### config.mk
export PLATFORM = sky130hd
export DESIGN_NAME = data_req_ctrl_flat
export DESIGN_NICKNAME = d
export VERILOG_FILES = /design/src/rtl/data_req_ctrl_pkg.sv /design/src/rtl/data_req_ctrl_if.sv /design/src/rtl/data_req_ctrl_req_size_enc.sv /design/src/rtl/data_req_ctrl.sv /design/src/flat_wrapper.sv
export SDC_FILE = /design/constraint.sdc
export NUM_CORES = 1
export LEC_CHECK = 0
export ABC_AREA = 1
export CORE_ASPECT_RATIO = 0.75
export CORE_MARGIN = 2
export CORE_UTILIZATION = 37
export DETAILED_ROUTE_END_ITERATION = 7
export GPL_ROUTABILITY_DRIVEN = 1
export PLACE_DENSITY = 0.84
export SETUP_SLACK_MARGIN = 0.5
export SYNTH_ARGS = -nofsm -noshare
export SYNTH_HDL_FRONTEND = slang
export SYNTH_SLANG_ARGS = --single-unit
### constraint.sdc
create_clock -name clk -period 2.9 [get_ports clk]
set_input_delay 0.58 -clock clk [delete_from_list [all_inputs] [get_ports clk]]
set_output_delay 0.58 -clock clk [all_outputs]
set_load 0.1 [all_outputs]
### src/rtl/data_req_ctrl_pkg.sv
// Shared definitions for the data-side memory request controller:
// FSM encodings, bus size codes and the exception-vector width.
package data_req_ctrl_pkg;

    localparam int EXC_VEC_W = 5;

    typedef enum logic [2:0] {
        ST_IDLE  = 3'd0,
        ST_REQ   = 3'd1,
        ST_WAIT  = 3'd2,
        ST_DONE  = 3'd3,
        ST_DRAIN = 3'd4
    } state_t;

    localparam logic [1:0] SIZE_BYTE = 2'd0;
    localparam logic [1:0] SIZE_HALF = 2'd1;
    localparam logic [1:0] SIZE_WORD = 2'd2;

    // Only 1, 2 or 4 enabled bytes ever arrive from the pipeline.
    function automatic logic [1:0] be_to_size(input logic [3:0] be);
        logic [2:0] n;
        n = {2'b0, be[0]} + {2'b0, be[1]} + {2'b0, be[2]} + {2'b0, be[3]};
        case (n)
            3'd2:    be_to_size = SIZE_HALF;
            3'd4:    be_to_size = SIZE_WORD;
            default: be_to_size = SIZE_BYTE;
        endcase
    endfunction

endpackage

### src/rtl/data_req_ctrl_if.sv
// Data-side SRAM-like bus: request channel plus address/data acknowledges.
interface data_req_ctrl_if;
    logic        data_req;
    logic        data_wr;
    logic [1:0]  data_size;
    logic [31:0] data_addr;
    logic [31:0] data_wdata;
    logic [3:0]  data_wstrb;
    logic        data_addr_ok;
    logic        data_data_ok;
    logic [31:0] data_rdata;

    modport master (
        output data_req, data_wr, data_size, data_addr, data_wdata, data_wstrb,
        input  data_addr_ok, data_data_ok, data_rdata
    );

    modport slave (
        input  data_req, data_wr, data_size, data_addr, data_wdata, data_wstrb,
        output data_addr_ok, data_data_ok, data_rdata
    );
endinterface

### src/rtl/data_req_ctrl_req_size_enc.sv
// Derives transfer size and direction from the EX-stage byte enables.
module req_size_enc
    import data_req_ctrl_pkg::*;
(
    input  logic [3:0] ren,
    input  logic [3:0] wen,
    output logic [1:0] size,
    output logic       wr
);

    assign wr   = |wen;
    assign size = be_to_size(wr ? wen : ren);

endmodule

### src/rtl/data_req_ctrl.sv
// Data memory request controller: issues one bus transaction per EX access,
// holds the pipeline while it is in flight and discards flushed responses.
//
// state | meaning
// IDLE  | no transaction; accept a new EX access
// REQ   | data_req asserted, waiting for data_addr_ok
// WAIT  | address accepted, waiting for data_data_ok
// DONE  | response taken, waiting for the pipeline to advance
// DRAIN | flushed transaction, swallowing its response
module data_req_ctrl
    import data_req_ctrl_pkg::*;
(
    input  logic                   clk,
    input  logic                   resetn,
    input  logic                   ex_data_en,
    input  logic [3:0]             ex_data_ren,
    input  logic [3:0]             ex_data_wen,
    input  logic [31:0]            ex_addr,
    input  logic [31:0]            ex_wdata,
    input  logic                   flush,
    input  logic                   pipe_stall,
    output logic                   stall_req,
    output logic [31:0]            mem_rdata,
    output logic                   mem_rdata_valid,
    data_req_ctrl_if.master        bus
);

    state_t     state;
    logic       kill;
    logic [1:0] enc_size;
    logic       enc_wr;

    req_size_enc u_size_enc (
        .ren  (ex_data_ren),
        .wen  (ex_data_wen),
        .size (enc_size),
        .wr   (enc_wr)
    );

    always_ff @(posedge clk or negedge resetn) begin
        if (!resetn) begin
            state           <= ST_IDLE;
            kill            <= 1'b0;
            bus.data_req    <= 1'b0;
            bus.data_wr     <= 1'b0;
            bus.data_size   <= SIZE_BYTE;
            bus.data_addr   <= '0;
            bus.data_wdata  <= '0;
            bus.data_wstrb  <= '0;
            mem_rdata       <= '0;
            mem_rdata_valid <= 1'b0;
        end else begin
            case (state)
                ST_IDLE: begin
                    if (ex_data_en && !flush) begin
                        state          <= ST_REQ;
                        kill           <= 1'b0;
                        bus.data_req   <= 1'b1;
                        bus.data_wr    <= enc_wr;
                        bus.data_size  <= enc_size;
                        bus.data_addr  <= ex_addr;
                        bus.data_wdata <= ex_wdata;
                        bus.data_wstrb <= ex_data_wen;
                    end
                end
                ST_REQ: begin
                    // The request cannot be withdrawn; a flush only marks it dead.
                    if (bus.data_addr_ok) begin
                        bus.data_req <= 1'b0;
                        kill         <= 1'b0;
                        state        <= (kill || flush) ? ST_DRAIN : ST_WAIT;
                    end else if (flush) begin
                        kill <= 1'b1;
                    end
                end
                ST_WAIT: begin
                    if (bus.data_data_ok) begin
                        if (flush) begin
                            state <= ST_IDLE;
                        end else begin
                            state <= ST_DONE;
                            if (!bus.data_wr) mem_rdata <= bus.data_rdata;
                        end
                    end else if (flush) begin
                        state <= ST_DRAIN;
                    end
                end
                ST_DONE: begin
                    if (flush || !pipe_stall) state <= ST_IDLE;
                end
                ST_DRAIN: begin
                    if (bus.data_data_ok) state <= ST_IDLE;
                end
                default: state <= ST_IDLE;
            endcase

            if (flush)
                mem_rdata_valid <= 1'b0;
            else if (state == ST_DONE && !pipe_stall)
                mem_rdata_valid <= !bus.data_wr;
            else if (!pipe_stall)
                mem_rdata_valid <= 1'b0;
        end
    end

    always_comb begin
        stall_req = 1'b0;
        case (state)
            ST_IDLE:  stall_req = ex_data_en && !flush;
            ST_REQ:   stall_req = kill ? ex_data_en : 1'b1;
            ST_WAIT:  stall_req = !bus.data_data_ok;
            ST_DONE:  stall_req = 1'b0;
            ST_DRAIN: stall_req = ex_data_en;
            default:  stall_req = 1'b0;
        endcase
    end

endmodule

### src/flat_wrapper.sv
// flat-port wrapper written by rule: the top's interface ports become plain ports
module data_req_ctrl_flat import data_req_ctrl_pkg::*;
  (clk, resetn, ex_data_en, ex_data_ren, ex_data_wen, ex_addr, ex_wdata, flush, pipe_stall, stall_req, mem_rdata, mem_rdata_valid, bus_data_req, bus_data_wr, bus_data_size, bus_data_addr, bus_data_wdata, bus_data_wstrb, bus_data_addr_ok, bus_data_data_ok, bus_data_rdata);
  data_req_ctrl_if bus_i ();
  input  logic clk;
  input  logic resetn;
  input  logic ex_data_en;
  input  logic [3:0] ex_data_ren;
  input  logic [3:0] ex_data_wen;
  input  logic [31:0] ex_addr;
  input  logic [31:0] ex_wdata;
  input  logic flush;
  input  logic pipe_stall;
  output logic stall_req;
  output logic [31:0] mem_rdata;
  output logic mem_rdata_valid;
  output wire logic [$bits(bus_i.data_req)-1:0] bus_data_req;
  output wire logic [$bits(bus_i.data_wr)-1:0] bus_data_wr;
  output wire logic [$bits(bus_i.data_size)-1:0] bus_data_size;
  output wire logic [$bits(bus_i.data_addr)-1:0] bus_data_addr;
  output wire logic [$bits(bus_i.data_wdata)-1:0] bus_data_wdata;
  output wire logic [$bits(bus_i.data_wstrb)-1:0] bus_data_wstrb;
  input wire logic [$bits(bus_i.data_addr_ok)-1:0] bus_data_addr_ok;
  input wire logic [$bits(bus_i.data_data_ok)-1:0] bus_data_data_ok;
  input wire logic [$bits(bus_i.data_rdata)-1:0] bus_data_rdata;
  assign bus_data_req = bus_i.data_req;
  assign bus_data_wr = bus_i.data_wr;
  assign bus_data_size = bus_i.data_size;
  assign bus_data_addr = bus_i.data_addr;
  assign bus_data_wdata = bus_i.data_wdata;
  assign bus_data_wstrb = bus_i.data_wstrb;
  assign bus_i.data_addr_ok = bus_data_addr_ok;
  assign bus_i.data_data_ok = bus_data_data_ok;
  assign bus_i.data_rdata = bus_data_rdata;
  data_req_ctrl u_core (.clk(clk), .resetn(resetn), .ex_data_en(ex_data_en), .ex_data_ren(ex_data_ren), .ex_data_wen(ex_data_wen), .ex_addr(ex_addr), .ex_wdata(ex_wdata), .flush(flush), .pipe_stall(pipe_stall), .stall_req(stall_req), .mem_rdata(mem_rdata), .mem_rdata_valid(mem_rdata_valid), .bus(bus_i));
endmodule
After elaboration in Yosys (flattened, before gate mapping)
Cells that the tools add are included.
{ "totals": {"ff_bits": 109, "input_bits": 111, "output_inout_bits": 106, "elab_cells": 67} }
{ "classes": {"bitwise": 2, "n_reduce_logical": 16, "addsub": 3, "n_eq_ne": 13, "muxes": 23} }
{ "op_table": {"columns": ["operator", "n"], "rows": [
  ["$mux 3", 7],
  ["$pmux 3 s5", 1],
  ["$eq 3x2->1 const B", 3],
  ["$mux 1", 9],
  ["$eq 3x3->1 const B", 2],
  ["$ne 3x3->1 const B", 2],
  ["$reduce_and 3->1", 2],
  ["$reduce_and 5->1", 1],
  ["$logic_not 1->1", 4],
  ["$mux 4", 1],
  ["$ne 2x1->1 const B", 2],
  ["$ne 2x2->1 const B", 2],
  ["$pmux 1 s2", 2],
  ["$pmux 1 s4", 1],
  ["$pmux 2 s2", 1],
  ["$reduce_and 4->1", 1],
  ["$reduce_or 4->1", 1],
  ["$add 2x1->3", 1],
  ["$add 3x1->3", 1],
  ["$eq 3x1->1 const B", 1],
  ["$logic_not 3->1", 1],
  ["$ne 3x2->1 const B", 1],
  ["$add 1x1->2", 1],
  ["$logic_and 1x1->1", 2],
  ["other kinds (5)", 7]
]} }

Logic depth before layout (Yosys ltp)
Gate-level depths: netlist (run 1).
{ "depth": {"ltp_word": 7, "ltp_mapped": 9, "depth_no_buf": 9} }

Modules after synthesis
Synthesis (run 1) repeated with hierarchy kept, for this count alone.
{ "unflattened": {"hier_cells": 526, "hier_area_um2": 4789.6} }
{ "modules_own_cells": {"columns": ["mod", "area_each_um2", "n_inst", "cells_per_inst", "seq_area_each_um2"], "rows": [
  ["data_req_ctrl", 4636.9, 1, 496, 2727.6],
  ["req_size_enc", 152.6, 1, 30, 0.0]
]} }

Least setup slack after synthesis (run 1)
No wires, ideal clock.
{ "synth_timing": {"path_type": "input to output", "start": "input flush", "end": "output stall_req", "t_required_ns": 2.320, "t_arrival_ns": 2.030, "path_stages": 4, "setup_slack_ns": 0.290, "n_path_buf": 1, "path_cell_list": "inv_1 nand4_2 clkbuf_1 nand4_1"} }
{ "synth_between": {"elab_chain_len": 3} }
{ "synth_rtl": {"columns": ["element", "line", "text"], "rows": [
  ["from (decl)", "flat_wrapper.sv:12", "input logic flush;"],
  ["$logic_not 1->1", "data_req_ctrl.sv:109", "ST_IDLE: stall_req = ex_data_en && !flush;"],
  ["$logic_and 1x1->1", "data_req_ctrl.sv:109", null],
  ["$pmux 1 s4", "data_req_ctrl.sv:108", "case (state)"],
  ["to (decl)", "flat_wrapper.sv:14", "output logic stall_req;"]
]} }
Every way passes these cells.

Final worst setup path (run 1)
{ "layout_timing": {"start": "input ex_data_wen[2]", "end": "register u_core.bus.data_size[0]"} }
{ "layout_between": {"elab_chain_len": 7, "word_cells_on_any_way": 8, "classes_between": "add/sub: 3; eq/ne: 2; mux: 2; reduce/logical: 1"} }
{ "layout_rtl": {"columns": ["element", "line", "text"], "rows": [
  ["from (decl)", "flat_wrapper.sv:9", "input logic [3:0] ex_data_wen;"],
  ["$reduce_or 4->1", "data_req_ctrl_req_size_enc.sv:11", "assign wr = |wen;"],
  ["$mux 4 (*)", "data_req_ctrl_req_size_enc.sv:12", "assign size = be_to_size(wr ? wen : ren);"],
  ["$add 1x1->2", "data_req_ctrl_pkg.sv:22", "n = {2'b0, be[0]} + {2'b0, be[1]} + {2'b0, be[2]} + {2'b0, be[3]};"],
  ["$add 2x1->3", "data_req_ctrl_pkg.sv:22", null],
  ["$add 3x1->3 (*)", "data_req_ctrl_pkg.sv:22", null],
  ["$eq 3x3->1 / $eq 3x2->1 (equally long branches)", "data_req_ctrl_pkg.sv:23", "case (n)"],
  ["$pmux 2 s2 (*)", "data_req_ctrl_pkg.sv:23", null],
  ["to (signal assigned)", "data_req_ctrl.sv:60", "bus.data_size <= enc_size;"],
  ["to (decl)", "data_req_ctrl_if.sv:14", "output data_req, data_wr, data_size, data_addr, data_wdata, data_wstrb,"]
]} }
Mark *: on every way between the ends. The rest lies on a longest branch, timed or not.
A chain may end at the register's enable or synchronous reset.

==> results.sh, run 1 <==
export IMPL_synth_cell_types=23
export IMPL_viasPerCell=4.39
export IMPL_crit_fanout=3
export IMPL_path_buf_inv=2
export IMPL_antenna_found_initial=0
export IMPL_maxSlewViolCount=0
export IMPL_tightest_slew_ns=0.799
export IMPL_num_io_pins=217
export IMPL_die_area_sq_um=13400
export IMPL_wire_per_inst_um=13.0
export IMPL_clockBufferDepth=2
export IMPL_wl_um=11700
export IMPL_timing_final_crit_share_pct=80.6
export IMPL_drt_antenna_violating_nets=0
export IMPL_final_hold_viol_count=0
export IMPL_drive_gt1_share_pct=23.6
export IMPL_ys_seq_area_share_pct=59.3
export IMPL_num_antenna_cells=0
export IMPL_slowest_stage="clkdlybuf4s50_1"
export IMPL_io_buffers=216
export IMPL_fin_worst_skew_ns=0.00583
export IMPL_final_cell_mix="259 x nand2_1, 111 x buf_4, 109 x clkdlybuf4s50_1, 109 x dfrtp_1, 47 x inv_1"
export IMPL_syn_to_final_growth_pct=52.1
export IMPL_fin_ws_ns=0.563
export IMPL_dp_hpwl_um=8630
export IMPL_coreArea_sq_um=12200
export IMPL_fmax_mhz=428
export IMPL_drc=0
export IMPL_htreeDepth=3
export IMPL_grt_max_degree=78
export IMPL_yosysTopAreaCell="dfrtp_1"
export IMPL_setup_tns_ns=0
export IMPL_final_setup_viol_count=0
export IMPL_drtIter0Drc=185
export IMPL_layout_nets=842
export IMPL_ys_ff_latch=109
export IMPL_syn_instance_count=514
export IMPL_end_kind="flip-flop"
export IMPL_drv_cap=0
export IMPL_synth_area_leaders="dfrtp_1 59%, nand2_1 21%, o21ai_2 6.1%"
export IMPL_dp_slack_ns=0.212
export IMPL_yosys_most_used_dff="dfrtp_1"
export IMPL_clock_latency_ns=0.34
export IMPL_slowest_delay_ns=0.50
export IMPL_dr_pass1_iters=5
export IMPL_first_global_vias=3810
export IMPL_synth_edff_count=0
export IMPL_synthArstFlopShare_pct=100
export IMPL_cts_hold_buf=0
export IMPL_cp_cell_sequence="clkdlybuf4s50_1 -> inv_1 -> nand3_1 -> nand2_1 -> fa_1 -> ha_1 -> ha_1 -> nand2_1 -> o31ai_2"
export IMPL_syn_cell_area_sq_um=4600
export IMPL_synth_net_count=628
export IMPL_cts_made_buffers=9
export IMPL_cp_required_ns=3.14
export IMPL_finalCriticalPeriod_ns=2.34
export IMPL_floorplan_initialDensity_pct=37.7
export IMPL_grt_overflow=0
export IMPL_synth_top_cell_area_share_pct=59.3
export IMPL_yosysWarnings=0
export IMPL_mostFrequentLayoutCell="nand2_1"
export IMPL_num_vias=3948
export IMPL_rows=35
export IMPL_rsz0062_at_grt="true"
export IMPL_arrival_ns=2.58
export IMPL_crit_type="input pin to flip-flop"
export IMPL_cp_start_kind="input pin"
export IMPL_cts_tree="yes"
export IMPL_hold_path_class="input pin to async pin"
export IMPL_syn_area_per_cell_sq_um=8.95
export IMPL_crit_family="adder cells"
export IMPL_status="finished, final reports clean"
export IMPL_clkSlewWorstSetupHoldPaths_ns=0.07
export IMPL_relSlewSlack_pct=46.7
export IMPL_grt_first_pass_wirelength_um=19100
export IMPL_post_route_util_pct=57.3
export IMPL_place_congestion=0.873
export IMPL_clock_sinks=109
export IMPL_grt_use_total_pct=18.0
export IMPL_dieWidth_um=133
export IMPL_die_y_um=101
export IMPL_ctsRootBufferMaster="clkbuf_16"
export IMPL_reg2reg_slack_ns=1.14
==> repair_timing <==
| action | in CTS | in global routing |
|---|---|---|
| buffers inserted | 0 | 1 |
| endpoints found under the setup margin | 0 | 3 |
| gates resized for setup | 0 | 5 |
==> cell usage after synthesis, types with 2 or more instances <==
cell / instances
inv_1: 48
nor2_2: 2
o21ai_2: 32
nand2_1: 259
o21ai_0: 7
buf_6: 9
nand4_1: 3
ha_1: 2
buf_2: 6
nor2_1: 9
clkbuf_1: 5
nand3_1: 13
dfrtp_1: 109
==> path summary, 6_finish.rpt <==
check / startpoint / endpoint / cells past startpoint
min: resetn / u_core.mem_rdata[4] / 1
max: ex_data_wen[2] / u_core.bus.data_size[0] / 9
min reg2reg: u_core.bus.data_wdata[23] / u_core.bus.data_wdata[23] / 2
max in group asynchronous: resetn / u_core.bus.data_wdata[18] / 2
min in group clk: u_core.bus.data_wdata[23] / u_core.bus.data_wdata[23] / 2
max reg2reg: u_core.state[2] / u_core.mem_rdata[28] / 7
==> worst register-to-register path: cells and delay by family, from the launching register on <==
kind,cells,cell delay [ns]
buffers and inverters,2,0.45
and+or+nand+nor,4,0.73
DFF,1,0.43
AOI/OAI and AO/OA,1,0.05
==> sequential cells by signal (all words and copies together), names as in the netlist <==
signal	flops
u_core.bus.data_addr	32
u_core.bus.data_req	1
u_core.bus.data_size	2
u_core.bus.data_wdata	32
u_core.bus.data_wr	1
u_core.bus.data_wstrb	4
u_core.kill	1
u_core.mem_rdata	32
u_core.mem_rdata_valid	1
u_core.state	3
==> layout make-up <==
type,count,area [sq um]
Fill cell,1094,5220
Multi-Input combinational cell,335,1560
Timing Repair Buffer,224,2000
Clock buffer,10,229
Clock inverter,6,86.3
Inverter,49,184
Tap cell,166,208
Sequential cell,109,2730
==> through the flow <==
| stage | instance area, sq um | cells | hold slack [ns] |
|---|---|---|---|
| after global routing | 7000 | 899 | 0.166 |
| after CTS | 6980 | 898 | 0.160 |
| after floorplan | 4610 | 514 | 0.284 |
| final | 7000 | 899 | 0.151 |
| after global placement | 6660 | 882 | 0.455 |
| after detailed placement | 6660 | 882 | 0.459 |
==> routing by layer <==
layer / track usage (%) / part of all wire (%)
met5: 0 / 0
met4: 5.46 / 1.6
met3: 6.59 / 7.6
met2: 27.3 / 45
met1: 24.2 / 46
==> cells by family (layout without fill, tap and decap cells) <==
group / after synthesis / after routing / share of synthesized area (%)
buf+inv: 70 / 289 / 7.42
fa+ha+maj: 3 / 3 / 0.979
simple gates: 291 / 291 / 25.2
compound gates: 41 / 41 / 7.15
flops: 109 / 109 / 59.3
Power of run 1 is not shown: default switching activity piles up to over one toggle a cycle in this logic, so the estimate is an artifact.
==> inputs of run 2 (changes only) <==
- clock period: 2.9 -> 2.2 ns (I/O delays scaled with it)
==> run 2 against run 1 <==
  * Worst setup slack got worse by 0.26 ns
  * Hold slack got worse by 0.071 ns
  * Flip-flop and latch count unchanged
  * Die area unchanged
  * Non-clock buffer count increased by 16
  * First-iteration DRC count increased by 9.7%
  * Final cell count increased by 1.7%
  * Largest cell class unchanged
==> results.sh, run 2 (synthesized netlist as in run 1, its figures left out) <==
export IMPL_status="finished, final reports clean"
export IMPL_arrival_ns=1.46
export IMPL_regArea_sq_um=2730
export IMPL_grt_overflow=0
export IMPL_slowest_delay_ns=0.41
export IMPL_wl_um=12200
export IMPL_coreArea_sq_um=12200
export IMPL_fin_ws_ns=0.301
export IMPL_tightest_slew_ns=0.514
export IMPL_dp_hpwl_um=8910
export IMPL_end_kind="primary output"
export IMPL_die_area_sq_um=13400
export IMPL_dp_slack_ns=-0.351
export IMPL_drt_antenna_violating_nets=0
export IMPL_cts_made_buffers=9
export IMPL_syn_to_final_growth_pct=55.0
export IMPL_finalCriticalPeriod_ns=1.90
export IMPL_num_io_pins=217
export IMPL_nFillCells=1043
export IMPL_grt_first_pass_wirelength_um=19800
export IMPL_mostFrequentLayoutCell="nand2_1"
export IMPL_rsz0062_at_grt="true"
export IMPL_grt_use_total_pct=18.5
export IMPL_clkSlewWorstSetupHoldPaths_ns=0.07
export IMPL_dr_pass1_iters=5
export IMPL_maxSlewViolCount=0
export IMPL_num_antenna_cells=0
export IMPL_dieWidth_um=133
export IMPL_final_hold_viol_count=0
export IMPL_post_place_cells=890
export IMPL_drc=0
export IMPL_drv_cap=0
export IMPL_fin_worst_skew_ns=0.00682
export IMPL_relSlewSlack_pct=65.7
export IMPL_io_buffers=216
export IMPL_num_vias=4048
export IMPL_drtIter0Drc=203
export IMPL_cts_tree="yes"
export IMPL_path_buf_inv=3
export IMPL_antenna_found_initial=0
export IMPL_crit_type="flip-flop to primary output"
export IMPL_top_regs="u_core.bus.data_addr x32, u_core.bus.data_wdata x32, u_core.mem_rdata x32"
export IMPL_crit_family="flip-flops"
export IMPL_final_setup_viol_count=0
export IMPL_drive_gt1_share_pct=27.9
export IMPL_setup_tns_ns=0
export IMPL_cp_required_ns=1.76
export IMPL_rows=35
export IMPL_hold_path_class="input pin to async pin"
export IMPL_clockBufferDepth=2
export IMPL_cp_start_kind="flip-flop"
export IMPL_crit_fanout=2
export IMPL_final_cell_mix="255 x nand2_1, 126 x buf_4, 106 x dfrtp_1, 99 x clkdlybuf4s50_1, 43 x inv_1"
export IMPL_viasPerCell=4.43
export IMPL_ctsRootBufferMaster="clkbuf_16"
export IMPL_htreeDepth=3
export IMPL_place_congestion=0.871
export IMPL_fmax_mhz=526
export IMPL_die_y_um=101
export IMPL_clock_sinks=109
export IMPL_cp_cell_sequence="inv_4 -> nor3_2 -> buf_4 -> o21ai_1 -> nand4_1 -> buf_12"
export IMPL_slowest_stage="dfrtp_1"
export IMPL_grt_max_degree=78
export IMPL_clock_latency_ns=0.34
export IMPL_multi_input_area_sq_um=1610
export IMPL_layout_nets=858
export IMPL_wire_per_inst_um=13.3
export IMPL_timing_final_crit_share_pct=86.3
export IMPL_floorplan_initialDensity_pct=37.7
export IMPL_stdcell_count=914
export IMPL_first_global_vias=3993
==> run 2: timing repair <==
item                                    in CTS  in global routing
hold buffers                                 0                  0
gates cloned                                 0                  0
endpoints found under the setup margin      35                  4
gates resized for setup                     33                 19
buffers inserted                             8                  1
pin swaps                                   18                 13
==> run 2: cell type report <==
cell class,instances,area share (%)
flip-flops and latches,109,38.3
repair buffers,240,29.8
clock buffers,11,3.40
inverters,49,2.61
well taps,166,2.91
clock inverters,4,0.351
multi-input cells,335,22.6
==> run 2: worst register-to-register path: cells and delay by family (launching register included) <==
| kind | cells | cell delay [ns] |
|---|---|---|
| and+or+nand+nor | 5 | 0.76 |
| DFF | 1 | 0.47 |
| buffers and inverters | 1 | 0.29 |
==> run 2: worst paths after layout <==
kind                                      startpoint                   endpoint  slack, ns  cells past startpoint
max                                  u_core.state[0]                  stall_req       0.30                      6
min                                           resetn    u_core.bus.data_addr[6]       0.08                      1
max reg2reg                          u_core.state[1]    u_core.bus.data_addr[7]       0.63                      6
min reg2reg                u_core.bus.data_wdata[21]  u_core.bus.data_wdata[21]       0.47                      2
max in group asynchronous                     resetn         u_core.bus.data_wr       1.51                      2
min in group clk                      ex_data_wen[3]   u_core.bus.data_wstrb[3]       0.43                      3
==> run 2: routing by layer <==
| layer | part of all wire [%] | GRT usage [%] | vias up | wire length [um] |
|---|---|---|---|---|
| li1 | - | - | 2012 | - |
| met1 | 46 | 24.2 | 1862 | 5590 |
| met2 | 46 | 30.3 | 158 | 5610 |
| met3 | 6.8 | 5.78 | 16 | 829 |
| met4 | 1.3 | 4.22 | 0 | 153 |
| met5 | 0 | 0 | - | 0 |
==> run 2: through the flow <==
stage / instance area (sq um) / hold slack, ns / utilization [%]
2_1_floorplan: 4640 / 0.144 / -
3_3_place_gp: 6760 / 0.455 / 55.3
4_1_cts: 7090 / 0.0850 / 58.0
3_5_place_dp: 6760 / 0.448 / 55.3
5_1_grt: 7130 / 0.108 / 58.4
6_report: 7130 / 0.0792 / 58.4
Power of run 2 is left out for the same reason.
==> inputs of run 3 (changes only) <==
- CTS_CLUSTER_DIAMETER: default -> 50
==> results of run 3 <==
Same layout as run 2: the final DEF is identical, and so are final timing and power.
Power of run 3 is left out for the same reason.
